$ cat config.mk
export PLATFORM = sky130hd
export DESIGN_NAME = keypad_scanner
export DESIGN_NICKNAME = d
export VERILOG_FILES = /design/src/rtl/keypad_scanner.sv
export SDC_FILE = /design/constraint.sdc
export NUM_CORES = 1
export LEC_CHECK = 0
export ABC_AREA = 1
export BUFFER_PORTS_ARGS = -buffer_cell sky130_fd_sc_hd__buf_2
export CAP_MARGIN = 30
export CORE_AREA = 2 2 76 78
export CTS_BUF_LIST = sky130_fd_sc_hd__clkbuf_8
export DETAILED_ROUTE_END_ITERATION = 7
export DIE_AREA = 0 0 78 80
export GPL_TIMING_DRIVEN = 1
export PLACE_DENSITY = 0.68
export SYNTH_ARGS = -nofsm -noshare
export SYNTH_HDL_FRONTEND = slang
export SYNTH_SLANG_ARGS = --single-unit
$ cat constraint.sdc
create_clock -name clock -period 6.7 [get_ports clock]
set_clock_uncertainty 0.15 [all_clocks]
set_input_delay 1.34 -clock clock [delete_from_list [all_inputs] [get_ports clock]]
set_output_delay 1.34 -clock clock [all_outputs]
set_load 0.02 [all_outputs]
$ cat src/rtl/keypad_scanner.sv
// keypad_scanner: scans a passive 4x3 key matrix one row at a time.
// It builds a 12-bit image of each full sweep and classifies it as no key,
// one digit, an ignored key (* or #), or several keys. The result is
// debounced across whole sweeps and drives a clean one-hot digit level.
module keypad_scanner #(
    parameter int SCAN_CYCLES = 1,
    parameter int DEBOUNCE    = 2
) (
    input  logic       clock,
    input  logic       resetn,
    output logic [3:0] row_n,
    input  logic [2:0] col_n,
    output logic [9:0] keypad,
    output logic       key_event,
    output logic       multi_key
);
    localparam int SLOT_W = (SCAN_CYCLES > 1) ? $clog2(SCAN_CYCLES) : 1;
    localparam int CNT_W  = $clog2(DEBOUNCE + 1);
    localparam logic [SLOT_W-1:0] SLOT_LAST = SLOT_W'(SCAN_CYCLES - 1);
    localparam logic [CNT_W-1:0]  CNT_MAX   = CNT_W'(DEBOUNCE);

    logic [SLOT_W-1:0] slot_q,       slot_d;
    logic [1:0]        row_idx_q,    row_idx_d;
    logic [3:0]        row_n_q,      row_n_d;
    logic [11:0]       image_q,      image_d;
    logic [9:0]        prev_cand_q,  prev_cand_d;
    logic [CNT_W-1:0]  stable_cnt_q, stable_cnt_d;
    logic              pend_q,       pend_d;
    logic [9:0]        pend_val_q,   pend_val_d;
    logic [9:0]        keypad_q,     keypad_d;
    logic              key_event_q,  key_event_d;
    logic              multi_key_q,  multi_key_d;

    logic              sample;
    logic              sweep_end;
    logic [11:0]       full_image;
    logic [3:0]        n_closed;
    logic [9:0]        single;
    logic [9:0]        cand;
    logic              cand_multi;
    logic [CNT_W-1:0]  stable_next;

    // Columns are read on the last slot of each row; row 3 closes the sweep.
    assign sample     = (slot_q == SLOT_LAST);
    assign sweep_end  = sample && (row_idx_q == 2'd3);
    // Row 3 is taken live so the sweep result is ready on its sampling edge.
    assign full_image = {~col_n, image_q[8:0]};

    // Classify the completed sweep: count closed switches and map to a digit.
    always_comb begin
        // NOTE: every combinational output gets a default first so no latch is inferred.
        n_closed = '0;
        single   = '0;
        for (int i = 0; i < 12; i++) begin
            n_closed = n_closed + 4'(full_image[i]);
        end
        // Image bits 0..8 are digits 1..9, bit 10 is digit 0; * and # map nowhere.
        for (int i = 0; i < 9; i++) begin
            single[i+1] = full_image[i];
        end
        single[0]  = full_image[10];
        cand       = (n_closed == 4'd1) ? single : '0;
        cand_multi = (n_closed > 4'd1);
    end

    // Row scan: advance slot and row, capture the sensed columns into the image.
    always_comb begin
        slot_d    = slot_q + 1'b1;
        row_idx_d = row_idx_q;
        image_d   = image_q;
        if (sample) begin
            slot_d    = '0;
            row_idx_d = row_idx_q + 2'd1;
            image_d[int'(row_idx_q) * 3 +: 3] = ~col_n;
        end
        row_n_d = ~(4'b0001 << row_idx_d);
    end

    // Debounce across sweeps; a settled change is applied one edge after the sweep ends.
    always_comb begin
        prev_cand_d  = prev_cand_q;
        stable_cnt_d = stable_cnt_q;
        multi_key_d  = multi_key_q;
        pend_d       = pend_q;
        pend_val_d   = pend_val_q;
        keypad_d     = keypad_q;
        key_event_d  = 1'b0;

        if (cand == prev_cand_q) begin
            stable_next = (stable_cnt_q >= CNT_MAX) ? CNT_MAX : stable_cnt_q + 1'b1;
        end else begin
            stable_next = CNT_W'(1);
        end

        // A pending update can never coincide with a sweep end (sweeps are >= 4 cycles).
        if (pend_q) begin
            keypad_d    = pend_val_q;
            key_event_d = |pend_val_q;
            pend_d      = 1'b0;
        end

        if (sweep_end) begin
            multi_key_d  = cand_multi;
            prev_cand_d  = cand;
            stable_cnt_d = stable_next;
            if ((stable_next == CNT_MAX) && (cand != keypad_q)) begin
                pend_d     = 1'b1;
                pend_val_d = cand;
            end
        end
    end

    // State registers; the sweep image is small and is cleared on reset as well.
    always_ff @(posedge clock or negedge resetn) begin
        if (!resetn) begin
            slot_q       <= '0;
            row_idx_q    <= 2'd0;
            row_n_q      <= 4'b1110;
            image_q      <= '0;
            prev_cand_q  <= '0;
            stable_cnt_q <= '0;
            pend_q       <= 1'b0;
            pend_val_q   <= '0;
            keypad_q     <= '0;
            key_event_q  <= 1'b0;
            multi_key_q  <= 1'b0;
        end else begin
            // NOTE: non-blocking assignments so every register samples pre-edge values.
            slot_q       <= slot_d;
            row_idx_q    <= row_idx_d;
            row_n_q      <= row_n_d;
            image_q      <= image_d;
            prev_cand_q  <= prev_cand_d;
            stable_cnt_q <= stable_cnt_d;
            pend_q       <= pend_d;
            pend_val_q   <= pend_val_d;
            keypad_q     <= keypad_d;
            key_event_q  <= key_event_d;
            multi_key_q  <= multi_key_d;
        end
    end

    assign row_n     = row_n_q;
    assign keypad    = keypad_q;
    assign key_event = key_event_q;
    assign multi_key = multi_key_q;

endmodule

==> impl_metrics.ini <==
[floorplanning]
fp.dieH_um = 80
floorplan.initialDensity_pct = 49.05
die-area_mm2 = 0.006240
die_w_um = 78
rows = 27
core_mm2 = 0.005405
ios = 21

[drt]
vias_per_cell = 4.918
vias = 1967
firstDrtPassIters = 4
drc_errors = 0
antenna_left = 0
wl_per_cell_um = 13.04
wl_mm = 5.215
drtIter0Drc = 153

[final_layout]
area_delta_synth_final_pct = 9.722
final_common_cell = nand2_1
multi_input_area_mm2 = 0.001170
finalNetCount = 351
nFillCells = 502
insertedDiodeCount = 0
layout-drive-gt1-share_pct = 14.02
mostFrequentLayoutCells = nand2_1 (86), inv_1 (48), dfrtp_1 (47), buf_2 (20), nor2_1 (18)
seqCellArea_mm2 = 0.001255

[timing]
hold_viol = 0
worstMarginPinSlew_ns = 0.6404
setup_tns_ns = 0
finalCritPeriodShare_pct = 87.26
fmax_mhz = 171.0
slew_viol_final = 0
slew_headroom_pct = 57.31
setup_violations = 0
rsz0062_at_grt = false
fin_crit_ns = 5.846
hold_ws_ns = 0.3605

[cts]
cts_tree = yes
htreeDepth = 2
clkLatencyLatePin_ns = 0.30
clk_transition_reported_paths_ns = 0.09
cts_resized = 0
post_cts_buffers = 0
cts_max_path_buffers = 2
cts-buffers-inserted = 5
ctsHoldBuffers = 0
clk_root_buffer_cell = clkbuf_8
clock_sinks = 50

[global_routing]
grt_util_met1_pct = 28.63
grt_usage_pct = 18.46
top_usage_layer = met1
grt-ovfl-total = 0
met3_usage_pct = 2.376
grt_max_degree = 51
gr-usage-met2_pct = 27.07
antenna_found_initial = 0
grt_pass1_vias = 1824
grt_pass1_wl_mm = 8.956

[place]
io_buffers = 20
hpwl_mm = 3.929
globalplace.congestion = 0.8969

[synthesis]
synthesis.nets = 329
ys_ff_latch = 50
synth_warnings = 0
ys_seq_area_share_pct = 47.33
synthesis.area_mm2 = 0.002651
synthCells = 305
synthDistinctLibCells = 28
avgSynthCellArea_um2 = 8.693

[worst_setup_path]
worstPathArrival_ns = 5.93
cp_max_fo = 11
crit_path_end_kind = flop
worst_ep_required_time_ns = 6.79
critPathKind = in -> reg
cp-start-kind = input port

[pwr]
total_power_mw = 1.107
cellLeakagePower_nw = 1.614
vdd_ir_drop_max_mv = 0.2612
pwr_density_cell_mw_per_mm2 = 380.6

[job]
drv_cap = 0

[hold_path]
hp-class = reg -> reg

[outcome]
run_status = finished, final reports clean
-- synth_stat cells --
master	number	area (um2)
nand3_2	1	10.01
inv_2	1	3.750
nand4_2	4	50.05
nor2_2	1	6.260
a31oi_1	1	6.260
clkbuf_1	3	11.26
dfrtp_1	47	1176
ha_1	12	150.1
buf_2	1	5.000
clkinv_1	2	7.510
nor2_4	2	22.52
a21oi_1	2	10.01
nand2_2	3	18.77
nor2_1	18	67.56
o31ai_1	3	22.52
nand4_1	6	37.54
o21ai_0	17	85.08
nand2_1	86	322.8
o22ai_1	8	50.05
xor2_1	8	70.07
buf_4	1	7.510
nor4_1	2	12.51
inv_1	48	180.2
dfstp_2	3	78.83
buf_6	1	11.26
or2_2	2	12.51
fa_1	7	140.1
nand3_1	15	75.07
-- registers in the layout, indices dropped and copies added, names as in the netlist --
signal        flops
image_q           9
keypad           10
row_n             4
key_event         1
row_idx_q         2
prev_cand_q      10
pend_q            1
stable_cnt_q      2
pend_val_q       10
multi_key         1
-- power breakdown --
part           total, mW  internal (mW)  switching (mW)
Sequential         0.433          0.374          0.0589
Combinational      0.492          0.162           0.330
Clock              0.182         0.0832          0.0987
Total               1.11          0.620           0.487
-- cell type report --
type                    count  share of cell area [%]
clock buffers               6                   2.839
clock inverters             2                  0.4301
inverters                  51                   6.581
multi-input cells         198                   40.21
flip-flops and latches     50                   43.14
well taps                  72                   3.097
repair buffers             21                   3.699
-- path summary, 6_finish.rpt --
kind                                      start               to  slack, ns  cells after the start
worst min-delay path            stable_cnt_q[0]  stable_cnt_q[0]       0.36                      2
worst max register to register       image_q[0]    pend_val_q[0]       1.56                     20
max in group asynchronous                resetn   prev_cand_q[5]       4.97                      2
min in group asynchronous                resetn         row_n[0]       0.98                      2
worst max-delay path                   col_n[0]    pend_val_q[0]       0.85                     22
worst min register to register  stable_cnt_q[0]  stable_cnt_q[0]       0.36                      2
-- per-stage QoR --
stage | instance area (um2) | util (%) | worst slack [ns] | cells
6_report | 2909 | 53.82 | 0.8535 | 400
5_1_grt | 2909 | 53.82 | 0.4457 | 400
4_1_cts | 2909 | 53.82 | 0.8654 | 400
3_5_place_dp | 2814 | 52.06 | 0.5495 | 392
3_3_place_gp | 2814 | 52.06 | 0.6910 | 392
2_1_floorplan | 2651 | - | 1.239 | 305
-- worst max-delay path: stages --
cell and delay (ns):
buf_2 0.09, inv_1 0.06, fa_1 0.51, fa_1 0.50, inv_1 0.05, fa_1 0.50, fa_1 0.42, inv_1 0.07
ha_1 0.18, inv_1 0.06, fa_1 0.37, nor2_1 0.12, nand2_1 0.07, nand2_2 0.18, nand4_1 0.30, xor2_1 0.21
nand2_1 0.07, nor2_1 0.09, nand3_1 0.28, nand2_2 0.31, nand2_1 0.08, nand2_1 0.07
-- layer usage --
metal / up-vias / share of wire (%)
li1: 1001 / -
met1: 927 / 52
met2: 37 / 44
met3: 2 / 2.8
met4: 0 / 0.81
met5: - / 0
-- cells by family (layout without fill, tap and decap cells) --
| kind of cell | Yosys count | after routing | synth area share (%) |
|---|---|---|---|
| compound gates | 31 | 31 | 6.560 |
| xor+xnor | 8 | 8 | 2.643 |
| fa+ha+maj | 19 | 19 | 10.95 |
| buf+inv | 57 | 80 | 8.541 |
| flops | 50 | 50 | 47.33 |
| simple gates | 140 | 140 | 23.97 |
(Power assumes the default switching activity.)
